`config.mk`:
```
export PLATFORM = sky130hd
export DESIGN_NAME = coin_change_dispenser
export DESIGN_NICKNAME = d
export VERILOG_FILES = /design/src/rtl/coin_change_dispenser.sv
export SDC_FILE = /design/constraint.sdc
export NUM_CORES = 1
export LEC_CHECK = 0
export ABC_AREA = 1
export BUFFER_PORTS_ARGS = -buffer_cell sky130_fd_sc_hd__buf_2
export CAP_MARGIN = 30
export CORE_AREA = 8 8 75 77
export CTS_CLUSTER_SIZE = 20
export DETAILED_ROUTE_END_ITERATION = 6
export DIE_AREA = 0 0 83 85
export PLACE_DENSITY = 0.66
export REMOVE_ABC_BUFFERS = 1
export SLEW_MARGIN = 20
export SYNTH_ARGS = -nofsm -noshare
export SYNTH_HDL_FRONTEND = slang
export SYNTH_SLANG_ARGS = --single-unit
export TNS_END_PERCENT = 50
```
`constraint.sdc`:
```
create_clock -name clk -period 1.3 [get_ports clk]
set_input_delay 0.26 -clock clk [delete_from_list [all_inputs] [get_ports clk]]
set_output_delay 0.26 -clock clk [all_outputs]
set_load 0.01 [all_outputs]
```
`src/rtl/coin_change_dispenser.sv`:
```
// Change-return payout controller: turns a change amount into a greedy sequence of
// coin-eject requests while tracking per-denomination hopper stock and reporting shortfall.
module coin_change_dispenser #(
  parameter int AMT_W   = 4,
  parameter int STOCK_W = 4,
  parameter int INIT_5  = 3,
  parameter int INIT_2  = 5,
  parameter int INIT_1  = 5
) (
  input  logic               clk,
  input  logic               rst,
  input  logic               start,
  input  logic [AMT_W-1:0]   amount,
  input  logic               coin_ack,
  input  logic               refill,
  output logic [1:0]         coin_out,
  output logic               coin_valid,
  output logic               busy,
  output logic               done,
  output logic               fault,
  output logic [AMT_W-1:0]   shortfall,
  output logic [STOCK_W-1:0] stock5,
  output logic [STOCK_W-1:0] stock2,
  output logic [STOCK_W-1:0] stock1
);

  typedef enum logic [2:0] {S_IDLE, S_SELECT, S_ISSUE, S_DONE, S_FAULT} state_t;

  localparam logic [1:0] COIN_1 = 2'd1;
  localparam logic [1:0] COIN_2 = 2'd2;
  localparam logic [1:0] COIN_5 = 2'd3;

  state_t             state, state_nxt;
  logic [AMT_W-1:0]   rem, rem_nxt, shortfall_nxt, coin_val;
  logic [1:0]         pick, coin_out_nxt;
  logic               coin_valid_nxt, busy_nxt, done_nxt, fault_nxt;
  logic [STOCK_W-1:0] stock5_nxt, stock2_nxt, stock1_nxt;

  // Greedy denomination choice with fallback to smaller coins; 0 means nothing payable.
  always_comb begin
    pick = 2'd0;
    if (rem >= AMT_W'(5) && stock5 != '0)      pick = COIN_5;
    else if (rem >= AMT_W'(2) && stock2 != '0) pick = COIN_2;
    else if (stock1 != '0)                     pick = COIN_1;
  end

  always_comb begin
    case (coin_out)
      COIN_5:  coin_val = AMT_W'(5);
      COIN_2:  coin_val = AMT_W'(2);
      COIN_1:  coin_val = AMT_W'(1);
      default: coin_val = '0;
    endcase
  end

  // State register; outputs and datapath are registered alongside it.
  always_ff @(posedge clk or posedge rst) begin
    if (rst) begin
      state      <= S_IDLE;
      rem        <= '0;
      coin_out   <= '0;
      coin_valid <= 1'b0;
      busy       <= 1'b0;
      done       <= 1'b0;
      fault      <= 1'b0;
      shortfall  <= '0;
      stock5     <= STOCK_W'(INIT_5);
      stock2     <= STOCK_W'(INIT_2);
      stock1     <= STOCK_W'(INIT_1);
    end else begin
      state      <= state_nxt;
      rem        <= rem_nxt;
      coin_out   <= coin_out_nxt;
      coin_valid <= coin_valid_nxt;
      busy       <= busy_nxt;
      done       <= done_nxt;
      fault      <= fault_nxt;
      shortfall  <= shortfall_nxt;
      stock5     <= stock5_nxt;
      stock2     <= stock2_nxt;
      stock1     <= stock1_nxt;
    end
  end

  always_comb begin
    state_nxt = state;
    case (state)
      S_IDLE:   if (start) state_nxt = S_SELECT;
      S_SELECT: begin
        if (rem == '0)        state_nxt = S_DONE;
        else if (pick != '0)  state_nxt = S_ISSUE;
        else                  state_nxt = S_FAULT;
      end
      S_ISSUE:  if (coin_ack) state_nxt = S_SELECT;
      S_DONE:   state_nxt = S_IDLE;
      S_FAULT:  state_nxt = S_IDLE;
      default:  state_nxt = S_IDLE;
    endcase
  end

  always_comb begin
    coin_out_nxt   = coin_out;
    coin_valid_nxt = coin_valid;
    busy_nxt       = (state_nxt != S_IDLE);
    done_nxt       = 1'b0;
    fault_nxt      = 1'b0;
    rem_nxt        = rem;
    shortfall_nxt  = shortfall;
    stock5_nxt     = stock5;
    stock2_nxt     = stock2;
    stock1_nxt     = stock1;
    case (state)
      S_IDLE: begin
        if (start) begin
          rem_nxt       = amount;
          shortfall_nxt = '0;
        end else if (refill) begin
          stock5_nxt = STOCK_W'(INIT_5);
          stock2_nxt = STOCK_W'(INIT_2);
          stock1_nxt = STOCK_W'(INIT_1);
        end
      end
      S_SELECT: begin
        if (rem == '0) begin
          done_nxt = 1'b1;
        end else if (pick != '0) begin
          coin_out_nxt   = pick;
          coin_valid_nxt = 1'b1;
        end else begin
          shortfall_nxt = rem;
          fault_nxt     = 1'b1;
        end
      end
      S_ISSUE: begin
        if (coin_ack) begin
          coin_out_nxt   = '0;
          coin_valid_nxt = 1'b0;
          rem_nxt        = rem - coin_val;
          case (coin_out)
            COIN_5:  stock5_nxt = stock5 - 1'b1;
            COIN_2:  stock2_nxt = stock2 - 1'b1;
            COIN_1:  stock1_nxt = stock1 - 1'b1;
            default: ;
          endcase
        end
      end
      default: ;
    endcase
  end

endmodule

```
==> impl_metrics.env <==
export IMPL_drive_gt1_share_pct=54.1
export IMPL_clock_latency_ns=0.28
export IMPL_wl_met1_um=1980
export IMPL_ys_ff_latch=29
export IMPL_viasPerCell=4.80
export IMPL_die_h_um=85
export IMPL_synth_edf_count=0
export IMPL_cts_root_buf="clkbuf_8"
export IMPL_pwr_share_seq_pct=22.5
export IMPL_synth_largest_area_cell="dfrtp_1"
export IMPL_total_leakage_power_nw=1.33
export IMPL_post_drt_wl_per_cell_um=13.1
export IMPL_met2_length_um=2250
export IMPL_synth_area_top_cells="dfrtp_1, nand2_1, dfstp_2, ha_1, nand3_1"
export IMPL_clk_path_buf_depth=2
export IMPL_dr_wl_met3_um=229
export IMPL_remaining_drc_errors=0
export IMPL_p_int_mw=4.11
export IMPL_synth_seq_area_share_pct=42.8
export IMPL_die_area_um2=7060
export IMPL_swShare_pct=43.9
export IMPL_ys_top_cells_by_count="nand2_1, inv_1, dfrtp_1"
export IMPL_cts_buffers=5
export IMPL_min_path_type="primary input to asynchronous set/reset pin"
export IMPL_required_ns=1.47
export IMPL_worstSetupPathType="flop to flop"
export IMPL_maxCapViolCount=0
export IMPL_fp_dieW_um=83
export IMPL_synth_ff_type="dfrtp_1"
export IMPL_skew_ns=0.00410
export IMPL_max_freq_mhz=664
export IMPL_syn_inst=206
export IMPL_start_util_pct=37.8
export IMPL_slew_headroom_pct=74.7
export IMPL_ff2ff_setup_slack_ns=-0.21
export IMPL_startpoint="coin_out[0]"
export IMPL_hold_violations=0
export IMPL_status="finished, violations left"
export IMPL_synth_most_common_cell="nand2_1"
export IMPL_crit_chain="ha_4 > fa_2 > nand2_1 > o211ai_1 > o21ai_1"
export IMPL_diodes=0
export IMPL_place_gp_congestion=0.797
export IMPL_path_clk_slew_ns=0.06
export IMPL_setup_ws_ns=-0.206
export IMPL_hpwl_um=3240
export IMPL_cp_start_kind="flop"
export IMPL_combPwrFrac_pct=67.0
export IMPL_areaGrowthSynthToFinish_pct=54.3
export IMPL_switching_power_mw=3.22
export IMPL_totalWireLength_um=4520
export IMPL_power_density_nw_per_um2=2780
export IMPL_num_vias=1651
export IMPL_violations="negative setup slack"
export IMPL_period_needed_ns=1.51
export IMPL_cts_sinks=29
export IMPL_track_usage_pct=12.9
export IMPL_grt_overflow_total=0
export IMPL_cts_tree="built"
export IMPL_crit_arrival_ns=1.67
export IMPL_worstSetupEndpointType="flop"
export IMPL_h_tree_depth=2
export IMPL_total_power_mw=7.33
export IMPL_synth_area_um2=1710
export IMPL_r2r_start="coin_out[0]"
export IMPL_ant_nets=0
export IMPL_slew_violations=0
export IMPL_fp_coreArea_um2=4540
export IMPL_p_clk_share_pct=10.5
export IMPL_async_flop_share_pct=100
export IMPL_grt_max_degree=30
export IMPL_critPathMaxStageDelay_ns=0.52
export IMPL_rsz0062_at_grt="true"
export IMPL_r2r_end="rem[1]"
export IMPL_cp_max_fo=5
export IMPL_synth_top_area_share_pct=33.6
export IMPL_yosysWarnings=0
export IMPL_routed_top_layer="met4"
export IMPL_grt_pass1_vias=1621
export IMPL_final_nets=307
export IMPL_rr_worst_depth=5
export IMPL_drt_pass1_iterations=4
export IMPL_num_rows=25
export IMPL_ioPinCount=31
export IMPL_setup_tns_ns=-1.55
export IMPL_syn_area_per_cell_um2=8.32
export IMPL_grt_pass1_wl_um=7430
export IMPL_place_inst=325
export IMPL_tightest_slew_ns=0.379
export IMPL_worst_ir_drop_vdd_v=0.00122
export IMPL_yosysUniqueCellTypes=29
export IMPL_drt_initial_drc_count=94
export IMPL_period_share_pct=116
export IMPL_io_buffers=30
export IMPL_fin_cells=344
export IMPL_crit_slowest_cell="fa_2"
export IMPL_setup_violations=16
export IMPL_antenna_found_initial=0
==> cell families after synthesis <==
group | synth area share [%]
adders and majority gates | 7.01
DFF | 42.8
AOI/OAI and AO/OA | 10.3
buffers and inverters | 7.38
xor gates and xnor gates | 2.05
and+or+nand+nor | 30.5
==> through the flow <==
step	utilization (%)	area [µm²]	setup WS (ns)	hold WS (ns)
after detailed placement	48.6	2200	-0.297	0.355
after CTS	53.9	2440	-0.197	0.0517
after global placement	48.6	2200	-0.267	0.355
after floorplan	-	1700	-0.207	0.334
after global routing	58.3	2640	-0.259	0.0787
final	58.3	2640	-0.206	0.0479
==> registers in the layout (all words and copies together), names as in the netlist, 2 cells and up <==
name and cells:
coin_out 2, rem 4, shortfall 4, state 3
stock1 4, stock2 4, stock5 4
==> power by group through the flow <==
stage | Sequential, mW | Clock, mW | Combinational [mW]
detailed placement | 1.62 | 0 | 3.82
floorplan | 1.77 | 0 | 2.11
finish | 1.65 | 0.768 | 4.91
global placement | 1.60 | 0 | 3.75
global route | 1.71 | 0.823 | 5.44
CTS | 1.63 | 0.786 | 4.27
==> cell usage in the layout, fill, tap and decap left out, types with 2 or more instances in the layout <==
master	n
nand2_2	12
clkbuf_1	2
ha_1	2
nand4_1	2
nand3_2	2
nand3_4	4
nand2_4	7
inv_2	16
ha_4	6
a21oi_1	2
buf_2	27
o21ai_1	16
inv_1	13
nor2_1	15
clkbuf_8	6
xor2_1	4
buf_4	44
o21ai_4	2
nand3_1	15
o211ai_1	2
nor2_4	7
buf_6	7
dfstp_2	6
nor2_2	2
nand2_1	33
dfrtp_1	22
o21ai_0	3
==> layout make-up <==
class	count	area [µm²]
tap	54	67.6
fill	409	1890
inverter	30	115
multi-input combinational	144	1070
clock buffer	8	90.1
sequential	29	734
timing repair buffer	79	564
==> what timing repair did <==
item                                    CTS  global route
resized for setup                        42            37
gates cloned                              0             0
setup buffers                             3             8
endpoints found under the setup margin   25            32
pin swaps                                17            21
hold buffers                              0             0
==> critical path, delay by kind of cell, from the launching register on <==
| family | cells | cell delay [ns] |
|---|---|---|
| simple gates | 1 | 0.06 |
| compound gates | 2 | 0.17 |
| fa+ha+maj | 2 | 0.70 |
| flops | 1 | 0.46 |
==> routing by layer <==
metal | vias up | GRT usage, %
met3 | 6 | 3.93
met5 | - | 0
li1 | 831 | -
met4 | 0 | 5.27
met2 | 41 | 21.3
met1 | 773 | 15.1
==> how the worst max path moves through the flow <==
stage,endpoint,slack [ns],cells past startpoint
floorplan,coin_out[0],-0.21,10
global placement,rem[2],-0.27,8
detailed placement,rem[2],-0.30,8
CTS,rem[1],-0.20,5
global route,rem[3],-0.26,9
finish,rem[1],-0.21,5
(Power assumes the default switching activity.)
